**src/rtl/serial_sub20.sv**
```systemverilog
// Bit-serial two's-complement subtractor, Diff = A - B - Bin, one bit per clock, LSB first.
// A single full-subtractor cell is reused WIDTH times under a start/busy/done handshake.
module serial_sub20 #(
  parameter int WIDTH = 20
) (
  input  logic             clk,
  input  logic             rst,
  input  logic             start,
  input  logic [WIDTH-1:0] A,
  input  logic [WIDTH-1:0] B,
  input  logic             Bin,
  output logic             busy,
  output logic             done,
  output logic [WIDTH-1:0] Diff,
  output logic             Bout,
  output logic             Ovf
);

  localparam int CW = (WIDTH > 1) ? $clog2(WIDTH) : 1;
  localparam logic [CW-1:0] LAST = CW'(WIDTH - 1);

  typedef enum logic [1:0] {
    IDLE  = 2'd0,
    SHIFT = 2'd1,
    DONE  = 2'd2
  } state_t;

  state_t state, next_state;

  logic [WIDTH-1:0] areg;
  logic [WIDTH-1:0] breg;
  logic [WIDTH-1:0] rreg;
  logic             br;
  logic [CW-1:0]    count;

  logic             a0;
  logic             b0;
  logic             dbit;
  logic             br_next;
  logic             accept;
  logic             last_bit;

  assign a0       = areg[0];
  assign b0       = breg[0];
  assign dbit     = a0 ^ b0 ^ br;
  assign br_next  = (~a0 & b0) | (~(a0 ^ b0) & br);
  assign accept   = (state == IDLE) && start;
  assign last_bit = (state == SHIFT) && (count == LAST);

  always_ff @(posedge clk or posedge rst) begin
    if (rst) begin
      state <= IDLE;
    end else begin
      state <= next_state;
    end
  end

  always_comb begin
    next_state = state;
    busy       = 1'b0;
    done       = 1'b0;
    case (state)
      IDLE: begin
        if (start) begin
          next_state = SHIFT;
        end
      end
      SHIFT: begin
        busy = 1'b1;
        if (count == LAST) begin
          next_state = DONE;
        end
      end
      DONE: begin
        done       = 1'b1;
        next_state = IDLE;
      end
      default: begin
        next_state = IDLE;
      end
    endcase
  end

  // Operand, borrow and partial-result shift registers; areg[0] holds A's MSB on the last bit.
  always_ff @(posedge clk or posedge rst) begin
    if (rst) begin
      areg  <= '0;
      breg  <= '0;
      rreg  <= '0;
      br    <= 1'b0;
      count <= '0;
    end else if (accept) begin
      areg  <= A;
      breg  <= B;
      rreg  <= '0;
      br    <= Bin;
      count <= '0;
    end else if (state == SHIFT) begin
      areg  <= areg >> 1;
      breg  <= breg >> 1;
      rreg  <= {dbit, rreg[WIDTH-1:1]};
      br    <= br_next;
      count <= count + 1'b1;
    end
  end

  // Visible results change only on the edge that completes the last bit.
  always_ff @(posedge clk or posedge rst) begin
    if (rst) begin
      Diff <= '0;
      Bout <= 1'b0;
      Ovf  <= 1'b0;
    end else if (last_bit) begin
      Diff <= {dbit, rreg[WIDTH-1:1]};
      Bout <= br_next;
      Ovf  <= (a0 != b0) && (dbit != a0);
    end
  end

endmodule

```
**config.mk**
```make
export PLATFORM = sky130hd
export DESIGN_NAME = serial_sub20
export DESIGN_NICKNAME = d
export VERILOG_FILES = /design/src/rtl/serial_sub20.sv
export SDC_FILE = /design/constraint.sdc
export NUM_CORES = 1
export LEC_CHECK = 0
export CORE_UTILIZATION = 52
export DETAILED_ROUTE_END_ITERATION = 10
export GPL_ROUTABILITY_DRIVEN = 0
export PLACE_DENSITY = 0.78
export SLEW_MARGIN = 20
export SYNTH_ARGS = -nofsm -noshare
export SYNTH_HDL_FRONTEND = slang
export SYNTH_SLANG_ARGS = --single-unit
```
**constraint.sdc**
```tcl
create_clock -name clk -period 5.05 [get_ports clk]
set_clock_uncertainty 0.15 [all_clocks]
set_input_delay 1.01 -clock clk [delete_from_list [all_inputs] [get_ports clk]]
set_output_delay 1.01 -clock clk [all_outputs]
set_load 0.01 [all_outputs]
```
==> impl_metrics.ini, run 1 <==
[pwr]
ir_drop_mv = 0.246
p_per_area_nw_per_um2 = 536
cellLeakagePower_nw = 2.23

[clock_tree]
cts.clk_slew.worst_paths_ps = 90
cts_max_level = 3
clock_sinks = 89
cts_tree = done
clock-root-buffer = clkbuf_8
cts_resized = 0
cts.path.max_buffers = 2
cts.hold.buffers_added = 0
insertion_delay_ps = 350
cts_buffers = 9
cts_setup_buffers = 0

[run_status]
status = finished, final reports clean

[floorplan]
core_um2 = 7410
initial_core_util_pct = 55.1
die_h_um = 90.6
dieArea_um2 = 8210
rows = 31
io_pins = 68
chipWidth_um = 90.6

[yosys]
ys_warn_count = 0
ys_ff_latch = 89
synthMuxAreaShare_pct = 8.19
synth.net_count = 400
synth_cells = 353
ys_seq_area_share_pct = 54.6
synth_fa_ha_area_share_pct = 1.10
synth_xor_area_share_pct = 0.215
synth_top_family_by_area = compound AO/OA/AOI/OAI gates
synth-simple-area-share_pct = 5.82
synthDistinctLibCells = 28
synth-compound-area-share_pct = 25.8
syn_area_um2 = 4080
avgSynthCellArea_um2 = 11.6

[route]
top_layer_used = met4
via_per_inst = 5.79
met3_length_um = 331
first_pass_iters = 5
ant_nets = 0
m1WireLength_mm = 3.74
wl_met2_mm = 4.01
wirelength_mm = 8.15
vias = 2940
wl_per_cell_um = 16.0
drc = 0
first_iter_violations = 164

[cells_and_area]
final_layout_size_suffix_gt1_share_pct = 11.7
syn2layout_area_growth_pct = 21.9
diodes = 0
mostFrequentLayoutCell = dfrtp_1
nets = 451
final_util_pct = 67.2
design_area_um2 = 4980
fin_cells = 508
final_cell_mix = dfrtp_1 (88), clkdlybuf4s50_1 (67), o21ai_0 (41), nand2_1 (40), a22oi_1 (40)

[place]
dpl_cell_area_um2 = 4770
dp_hpwl_mm = 4.95
placedCellCount = 492
io_buffers = 67

[worst_setup_path]
r2r_cells = 4
crit_fanout = 81
cp.required_ps = 3890
cp-end-kind = output pin
crit_type = reg2out
r2r_setup_slack_ps = 2660
crit_arrival_ps = 2100
reg2reg_from = state[1]
timing.rr.end = Diff[2]
startpoint_type = register

[sta]
relSlewSlack_pct = 28.6
rsz0062_at_grt = false
worst_pin_slew_ps = 1070
hold_violations = 0
max_freq_ghz = 0.307
setup_viol = 0
finalCritPeriodShare_pct = 64.6
finalCriticalPeriod_ps = 3260
finalSetupTns_ps = 0
slew_viol_final = 0

[hold_path]
holdPathStages = 1
min_from = rreg[1]
hold_path_end = rreg[1]
hp-class = reg2reg

[global_routing]
grt_overflow = 0
grt_pass1_wl_mm = 13.9
grt_pass1_vias = 2895
grt_max_degree = 82
antenna_found_initial = 0
grtUsageTotal_pct = 21.0

[job]
max_cap_viol_count = 0
-- registers in the layout, summed over array words and instances (netlist names) --
name,count
Diff,20
areg,20
breg,20
rreg,19
count,5
state,2
Bout,1
Ovf,1
br,1
-- cells in the mapped netlist --
library cell,number,area [um2]
nand4_4,1,21.3
nand4_1,2,12.5
a22oi_1,40,300
nor2_1,2,7.51
buf_6,2,22.5
nor3_1,1,5.00
mux2_2,3,33.8
a2bb2oi_1,38,333
buf_1,4,15.0
inv_1,8,30.0
fa_1,1,20.0
nand2b_4,1,13.8
and3_1,1,6.26
o21ai_0,41,205
a22o_1,22,193
dfrtp_1,89,2230
o21bai_1,1,7.51
nor2b_1,2,12.5
clkbuf_1,19,71.3
ha_1,2,25.0
nand2_1,40,150
mux2i_1,3,30.0
buf_2,6,30.0
xnor2_1,1,8.76
or3b_2,1,8.76
mux2_4,18,270
a21oi_1,3,15.0
inv_4,1,6.26
-- critical path, stage by stage (launching register included) --
cell,delay (ps)
dfrtp_2,360
buf_4,600
nor2b_1,210
clkdlybuf4s50_1,540
-- cell type report --
cell class	count	area, um2
fill	569	2430
sequential	89	2230
multi-input combinational	224	1680
timing repair buffer	71	701
clock buffer	10	128
tap	99	124
clock inverter	6	75.1
inverter	9	38.8
-- power by group --
part / internal (mW) / switching (mW) / leakage (nW) / total [mW]
clock network: 0.236 / 0.261 / 0.0990 / 0.497
logic: 0.505 / 0.410 / 1.03 / 0.915
registers: 1.01 / 0.241 / 1.10 / 1.25
-- metal layers --
layer	vias up	track usage, %
met5	-	0
li1	1412	-
met1	1442	28.1
met2	80	34.5
met4	0	6.05
met3	6	4.21
-- through the flow --
| stage | total power, mW | hold WS [ps] | setup WS (ps) |
|---|---|---|---|
| 2_1_floorplan | 1.84 | 312 | 1580 |
| 3_3_place_gp | 2.13 | 337 | 1780 |
| 3_5_place_dp | 2.19 | 346 | 2020 |
| 4_1_cts | 2.69 | 368 | 1780 |
| 5_1_grt | 2.84 | 379 | 1680 |
| 6_report | 2.67 | 361 | 1790 |
-- how the worst max path moves through the flow --
stage               cells past startpoint       end  startpoint  slack [ps]
floorplan                               1      Bout         rst        1580
global placement                        5  breg[19]       start        1780
detailed placement                      4  areg[19]       start        2020
CTS                                     3      done    state[1]        1780
global route                            3      done    state[1]        1680
finish                                  3      done    state[1]        1790
-- logic make-up (layout without fill, tap and decap cells) --
kind of cell    after synthesis  in the layout
mux                          24             24
compound gates              145            145
fa+ha+maj                     3              3
simple gates                 51             51
buf+inv                      40             96
xor+xnor                      1              1
flops                        89             89
Power figures use the tool's default switching activity.
==> run 2, diff against run 1 <==
--- a/config.mk
+++ b/config.mk
@@ -5,10 +5,10 @@
 export SDC_FILE = /design/constraint.sdc
 export NUM_CORES = 1
 export LEC_CHECK = 0
-export CORE_UTILIZATION = 52
+export CORE_UTILIZATION = 48
 export DETAILED_ROUTE_END_ITERATION = 10
 export GPL_ROUTABILITY_DRIVEN = 0
-export PLACE_DENSITY = 0.78
+export PLACE_DENSITY = 0.76
 export SLEW_MARGIN = 20
 export SYNTH_ARGS = -nofsm -noshare
 export SYNTH_HDL_FRONTEND = slang
==> constraint.sdc (replaced) <==
create_clock -name clk -period 2.9 [get_ports clk]
set_clock_uncertainty 0.15 [all_clocks]
set_input_delay 0.58 -clock clk [delete_from_list [all_inputs] [get_ports clk]]
set_output_delay 0.58 -clock clk [all_outputs]
set_load 0.01 [all_outputs]
==> impl_metrics.ini, run 2 (synthesis results as in run 1) <==
[clock_tree]
insertion_delay_ps = 360
cts_setup_buffers = 0
cts.clk_slew.worst_paths_ps = 80
cts.path.max_buffers = 2
cts_tree = done
cts_resized = 0
cts_buffers = 9
cts.hold.buffers_added = 0
clock_sinks = 89
clock-root-buffer = clkbuf_8
cts_max_level = 3

[cells_and_area]
nets = 459
final_layout_size_suffix_gt1_share_pct = 13.2
syn2layout_area_growth_pct = 23.1
fillCellCount = 689
mostFrequentLayoutCell = dfrtp_1
diodes = 0
largestRegisters = Diff (20), areg (20), breg (20)
final_cell_mix = dfrtp_1 (88), clkdlybuf4s50_1 (67), o21ai_0 (41), nand2_1 (40), a22oi_1 (40)

[floorplan]
dieArea_um2 = 8880
initial_core_util_pct = 49.7
rows = 33
io_pins = 68
core_um2 = 8220
die_h_um = 94.2
chipWidth_um = 94.2

[worst_setup_path]
startpoint_type = register
cp.required_ps = 2170
crit_type = reg2out
cp-end-kind = output pin
crit_arrival_ps = 1820
crit_fanout = 18
r2r_setup_slack_ps = 760

[pwr]
p_seq_share_pct = 48.1
power.net_switching_mw = 1.60
cellLeakagePower_nw = 2.25
p_sw_share_pct = 34.9
internal_power_mw = 2.98
comb_power_share_pct = 34.9
ir_drop_mv = 0.352
p_per_area_nw_per_um2 = 912
pwr-share-clk_pct = 17.0

[route]
wl_met2_mm = 3.94
m1WireLength_mm = 3.81
first_iter_violations = 140
wirelength_mm = 8.28
drc = 0
first_pass_iters = 5
ant_nets = 0
met3_length_um = 397
via_per_inst = 5.75
top_layer_used = met4
vias = 3003
wl_per_cell_um = 15.9

[sta]
hold_violations = 0
finalSetupTns_ps = 0
finalCritPeriodShare_pct = 88.0
slew_viol_final = 0
finalCriticalPeriod_ps = 2550
setup_viol = 0
relSlewSlack_pct = 36.1
rsz0062_at_grt = false
max_freq_ghz = 0.392
fin_hold_ws_ps = 360
worst_pin_slew_ps = 958

[global_routing]
grt_overflow = 0
grt_max_degree = 55
grt_pass1_wl_mm = 14.0
grtUsageTotal_pct = 20.4
grt_pass1_vias = 2973
antenna_found_initial = 0

[place]
dp_hpwl_mm = 5.49
io_buffers = 67

[run_status]
status = finished, final reports clean

[hold_path]
hp-class = reg2reg

[job]
max_cap_viol_count = 0
-- run 2: changes by cell type in the layout (fill, tap and decap cells not counted) --
cell and delta:
inv_2 -1, inv_4 -1, bufinv_16 -1, buf_4 +8, inv_1 +1, clkinvlp_4 +2
-- run 2: final cells by class --
type | count | area [um2] | area share [%]
flip-flops and latches | 89 | 2230 | 44.4
multi-input cells | 224 | 1680 | 33.5
inverters | 9 | 40.0 | 0.797
repair buffers | 79 | 761 | 15.1
clock buffers | 10 | 128 | 2.54
well taps | 105 | 131 | 2.62
clock inverters | 6 | 52.6 | 1.05
-- run 2: power by group through the flow --
stage          logic [mW]  clock network, mW  registers, mW
3_3_place_gp         1.55                  0           2.19
5_1_grt              1.78              0.861           2.28
3_5_place_dp         1.62                  0           2.22
6_report             1.60              0.779           2.20
2_1_floorplan        1.06                  0           2.15
4_1_cts              1.62              0.802           2.20
-- run 2: path summary, 6_finish.rpt --
check,start,end,cells past startpoint
min in group asynchronous,rst,count[1],2
max reg2reg,state[0],count[2],4
max in group asynchronous,rst,state[1],3
min reg2reg,count[3],count[3],1
min,count[3],count[3],1
max,state[0],busy,3
-- run 2: layer usage --
layer	global-route usage (%)	vias up
met2	32.6	100
met5	0	-
li1	-	1435
met1	27.2	1454
met3	5.10	14
met4	6.67	0
-- run 2: worst max-delay path, stage by stage (launching register included) --
cell	delay, ps
dfrtp_1	570
nand2b_4	110
inv_4	200
clkdlybuf4s50_1	580
-- run 2: through the flow --
step           util (%)  total power, mW  worst slack, ps  std cells  cell area [um2]
3_3_place_gp       58.9             3.74              463        506             4840
4_1_cts            61.1             4.62              334        522             5020
5_1_grt            61.1             4.92              247        522             5020
2_1_floorplan         -             3.21             1000        353             4090
6_report           61.1             4.58              348        522             5020
3_5_place_dp       58.9             3.84              410        506             4840
